## src/rtl/main_module.sv

```systemverilog
// main_module: streaming 3x3 neighbourhood generator for raster-scan 8-bit pixels.
// Two line buffers delay the window rows by IMG_W-3 accepted pixels so that the
// nine window registers always hold the three most recent pixels of three
// consecutive image rows. Complete is sticky once the last frame pixel is taken.
// Optional feature macro: MAIN_MODULE_BORDER_ZERO_EN (zero left-border taps).
module main_module #(
    parameter int unsigned IMG_W = 256,
    parameter int unsigned IMG_H = 256
) (
    input  logic       CLK,
    input  logic       Reset,
    input  logic       Start,
    input  logic [7:0] dina,
    output logic [7:0] Out1,
    output logic [7:0] Out2,
    output logic [7:0] Out3,
    output logic [7:0] Out4,
    output logic [7:0] Out5,
    output logic [7:0] Out6,
    output logic [7:0] Out7,
    output logic [7:0] Out8,
    output logic [7:0] Out9,
    output logic       Complete
);

    localparam int unsigned LB_D = IMG_W - 3;
    localparam int unsigned LB_LAST = LB_D - 1;
    localparam int unsigned NPIX = IMG_W * IMG_H;
    localparam int unsigned PCW = $clog2(NPIX) + 1;
    localparam int unsigned CW = $clog2(IMG_W);

    logic [7:0]     r_w1, r_w2, r_w3, r_w4, r_w5, r_w6, r_w7, r_w8, r_w9;
    logic [7:0]     r_lb1 [LB_D];
    logic [7:0]     r_lb2 [LB_D];
    logic [CW-1:0]  r_col;
    logic [PCW-1:0] r_pix;
    logic           r_complete;
    logic           w_accept;

    // A pixel is consumed only while the frame is still open
    assign w_accept = Start && !r_complete;

    // Window shift, line buffers and frame counters
    always_ff @(posedge CLK) begin
        if (Reset) begin
            r_w1 <= 8'h00; r_w2 <= 8'h00; r_w3 <= 8'h00;
            r_w4 <= 8'h00; r_w5 <= 8'h00; r_w6 <= 8'h00;
            r_w7 <= 8'h00; r_w8 <= 8'h00; r_w9 <= 8'h00;
            for (int i = 0; i < LB_D; i++) begin
                r_lb1[i] <= 8'h00;
                r_lb2[i] <= 8'h00;
            end
            r_col      <= '0;
            r_pix      <= '0;
            r_complete <= 1'b0;
        end else if (w_accept) begin
            // bottom row: newest pixels
            r_w9 <= dina;
            r_w8 <= r_w9;
            r_w7 <= r_w8;
            // middle row fed from first line buffer
            r_w6 <= r_lb1[LB_LAST];
            r_w5 <= r_w6;
            r_w4 <= r_w5;
            // top row fed from second line buffer
            r_w3 <= r_lb2[LB_LAST];
            r_w2 <= r_w3;
            r_w1 <= r_w2;
            for (int i = LB_D - 1; i > 0; i--) begin
                r_lb1[i] <= r_lb1[i-1];
                r_lb2[i] <= r_lb2[i-1];
            end
            r_lb1[0] <= r_w7;
            r_lb2[0] <= r_w4;
            r_col <= (r_col == CW'(IMG_W - 1)) ? '0 : r_col + CW'(1);
            if (r_pix == PCW'(NPIX - 1)) begin
                r_complete <= 1'b1;
            end else begin
                r_pix <= r_pix + PCW'(1);
            end
        end
    end

`ifdef MAIN_MODULE_BORDER_ZERO_EN
    logic [CW-1:0] w_col9;

    // Column of the pixel currently shown on Out9 (r_col points at the next one)
    assign w_col9 = (r_col == '0) ? CW'(IMG_W - 1) : r_col - CW'(1);
`endif

    // Output taps, optionally masking taps that wrapped in from the previous row
    always_comb begin
        Out1 = r_w1; Out2 = r_w2; Out3 = r_w3;
        Out4 = r_w4; Out5 = r_w5; Out6 = r_w6;
        Out7 = r_w7; Out8 = r_w8; Out9 = r_w9;
        Complete = r_complete;
`ifdef MAIN_MODULE_BORDER_ZERO_EN
        if (w_col9 == '0) begin
            Out1 = 8'h00; Out2 = 8'h00;
            Out4 = 8'h00; Out5 = 8'h00;
            Out7 = 8'h00; Out8 = 8'h00;
        end else if (w_col9 == CW'(1)) begin
            Out1 = 8'h00; Out4 = 8'h00; Out7 = 8'h00;
        end
`endif
    end

endmodule

```

## config.mk

```make
export PLATFORM = sky130hd
export DESIGN_NAME = main_module
export DESIGN_NICKNAME = d
export VERILOG_FILES = /design/src/rtl/main_module.sv
export SDC_FILE = /design/constraint.sdc
export NUM_CORES = 2
export LEC_CHECK = 0
export CELL_PAD_IN_SITES_DETAIL_PLACEMENT = 1
export CELL_PAD_IN_SITES_GLOBAL_PLACEMENT = 2
export CORE_MARGIN = 2
export CORE_UTILIZATION = 35
export CTS_CLUSTER_DIAMETER = 40
export DETAILED_ROUTE_END_ITERATION = 8
export GPL_TIMING_DRIVEN = 0
export PLACE_DENSITY_LB_ADDON = 0.1
export SYNTH_ARGS = -nofsm -noshare
export SYNTH_HDL_FRONTEND = slang
export SYNTH_SLANG_ARGS = --single-unit
```

## constraint.sdc

```tcl
create_clock -name CLK -period 93.8 [get_ports CLK]
set_input_delay 18.76 -clock CLK [delete_from_list [all_inputs] [get_ports CLK]]
set_output_delay 18.76 -clock CLK [all_outputs]
set_load 0.01 [all_outputs]
```

==> reports/qor.yml <==
status: "finished clean"
grt_max_degree: 48
finalInstanceArea_um2: 183700
clock_latency_ns: 1.02
r2r_cells: 16
synth_top_area_share_pct: 79.92
async_flop_share_pct: 0
crit_type: "in2reg"
min_path_cells: 1
peakVddDrop_v: 0.00001739
maxCapViolCount: 0
die_h_um: 663.2
end_kind: "register"
path_max_fanout: 45
cts_hold_buf: 0
cts-buffers-inserted: 629
rows: 242
yosys.area.top_type: "edfxtp_1"
nNetsFinal: 9638
synth_top_family_by_area: "simple AND/OR/NAND/NOR gates"
synth_xor_area_share_pct: 0.05182
synth_cell_type_count: 30
drc: 0
final_common_cell: "and2_1"
dp.cells: 14728
cts-root-buf: "clkbuf_16"
setup_viol: 0
slowest_delay_ns: 0.53
syn2layout_area_growth_pct: 20.76
synthTopCellsByArea: "edfxtp_1 80%, and2_1 17%, buf_2 1.4%"
ant_nets: 0
vias: 69595
fp.coreArea_um2: 433600
grt_pass1_wl_um: 438100
fmax_mhz: 42.91
post-dp-hpwl_um: 155400
drive_gt1_share_pct: 15.35
grt_overflow: 0
synthFlopType: "edfxtp_1"
synth-edff-count: 4048
cts-resized-gates: 0
r2r-end: "r_lb1[26][4]$_SDFFCE_PN0P_"
final.period_utilization_pct: 24.84
grt_pass1_vias: 74802
die_w_um: 663.2
cp-start-kind: "primary input"
hold_class: "reg2reg"
rr_startpoint: "Complete$_SDFFE_PP0P_"
post_drt_via_cell_ratio: 4.381
holdPathEnd: "Out3[0]$_SDFFE_PP0P_"
placed_area_um2: 162200
synth_area_per_cell_um2: 17.27
power_mw: 4.656
antenna_found_initial: 23
fp.dieArea_um2: 439900
gp_congestion: 0.6888
nFillCells: 41674
synth_compound_area_share_pct: 0.4697
slowest_stage: "clkdlybuf4s50_1"
drtPass1Iterations: 5
final_cell_mix: "4051 x and2_1, 4048 x edfxtp_1, 643 x clkbuf_16"
synth_fp_nets: 8819
cts.htree.levels: 6
wl_per_cell_um: 16.96
initial_utilization_pct: 35.08
muxShareOfSynthArea_pct: 0
holdWs_ns: 0.4538
ios: 84
yosys.area_share.simple_pct: 16.84
cp.arrival_ns: 23.99
first_iter_violations: 4086
synth_seq_cells: 4138
grt_setup_unrepaired: "false"
ys_warn_count: 0
tightest_slew_ns: 1.138
cts_setup_buffers: 0
final.setup.tns_ns: 0
synth_fa_ha_area_share_pct: 0.01645
port_buffers: 83
fin_crit_ns: 23.30
synth_area_um2: 152100
instances_no_fill: 15884
postRouteWirelength_um: 269400
synthCells: 8806
finalMaxSlewViolations: 0
clk_pin_slew_ns: 0.05
track_usage_pct: 12.35
min-delay-start: "r_lb2[252][0]$_SDFFCE_PN0P_"
rrSetupSlack_ns: 88.32
slew_headroom_pct: 24.04
required_ns: 94.49
crit_top_cell: "buf_12"
synth_seq_area_share_pct: 81.10
cts_num_sinks: 4138
cts_buffer_depth: 4
fin_skew_ns: 0.04335
path_cells: "clkdlybuf4s50_1 -> nand2b_1 -> nor2b_1 -> buf_2 -> buf_2 -> clkinvlp_4 -> buf_12 -> buf_12 -> buf_12 -> buf_12 -> buf_12 -> buf_12 -> buf_12 -> buf_12 -> buf_12 -> buf_12 -> buf_12"
p_leak_nw: 71.53
hold_violations: 0
power_density_nw_per_um2: 25.35
cts_tree: "done"
[sequential cells by signal, summed over array words and instances (netlist names)]
register and cells:
Complete 1, Out1 8, Out2 8, Out3 8
Out4 8, Out5 8, Out6 8, Out7 8
Out8 8, Out9 8, r_lb1 2024, r_lb2 2024
r_pix 17
[kinds of logic after synthesis]
kind of cell / Yosys count
DFF: 4138
and+or+nand+nor: 4098
buffers and inverters: 473
AOI/OAI and AO/OA: 86
xor gates and xnor gates: 9
adders and majority gates: 2
[cells in the mapped netlist, types with 2 or more instances]
cell type / count
a21oi_1: 5
a22o_1: 72
and2_1: 4051
and3_1: 6
and4_1: 2
buf_2: 428
clkbuf_1: 40
dfxtp_1: 90
edfxtp_1: 4048
ha_1: 2
inv_1: 4
nand2_1: 6
nand3_1: 7
nand4_1: 3
nand4b_1: 2
nor2_1: 12
nor2b_1: 3
o21ai_0: 5
or4_1: 2
xnor2_1: 2
xor2_1: 7
[through the flow]
step / util (%) / setup slack, ns
floorplan: - / 13.02
detailed placement: 37.41 / 69.29
global placement: 36.93 / -15.71
finish: 42.36 / 70.50
CTS: 42.36 / 70.39
global route: 42.36 / 70.16
[how the worst max path moves through the flow]
stage / startpoint / endpoint / slack (ns) / cells after the start
finish: Start / r_lb1[26][4]$_SDFFCE_PN0P_ / 70.50 / 17
detailed placement: Start / r_lb1[25][0]$_SDFFCE_PN0P_ / 69.29 / 17
global route: Start / r_lb1[26][4]$_SDFFCE_PN0P_ / 70.16 / 17
global placement: Start / r_lb1[238][2]$_SDFFCE_PN0P_ / -15.71 / 6
CTS: Start / r_lb1[25][0]$_SDFFCE_PN0P_ / 70.39 / 17
floorplan: Start / r_lb1[0][0]$_SDFFCE_PN0P_ / 13.02 / 5
[power breakdown]
part	internal, mW	switching (mW)	total (mW)
clock	1.49	0.873	2.36
sequential	2.15	0.0271	2.17
combinational	0.0407	0.0795	0.120
[cell type report]
| type | count | area (µm²) | area share (%) |
|---|---|---|---|
| diodes | 8 | 20.02 | 0.01090 |
| plain buffers | 469 | 2298 | 1.251 |
| clock buffers | 715 | 16410 | 8.935 |
| clock inverters | 433 | 5031 | 2.739 |
| inverters | 4 | 18.77 | 0.01022 |
| multi-input cells | 4195 | 26430 | 14.39 |
| flip-flops and latches | 4138 | 123400 | 67.16 |
| well taps | 5734 | 7174 | 3.906 |
| repair buffers | 188 | 2933 | 1.597 |
[layer usage]
metal / part of all wire [%] / global-route usage [%] / vias to the layer above
li1: - / - / 32657
met1: 49 / 18.15 / 35376
met2: 45 / 18.43 / 983
met3: 4.0 / 2.314 / 579
met4: 2.8 / 4.016 / 0
met5: 0 / 0 / -
[worst max-delay path: cells and delay by family]
family                 cells  cell delay (ns)
and+or+nand+nor            2             0.38
buffers and inverters     15             4.57
Power figures use the tool's default switching activity.
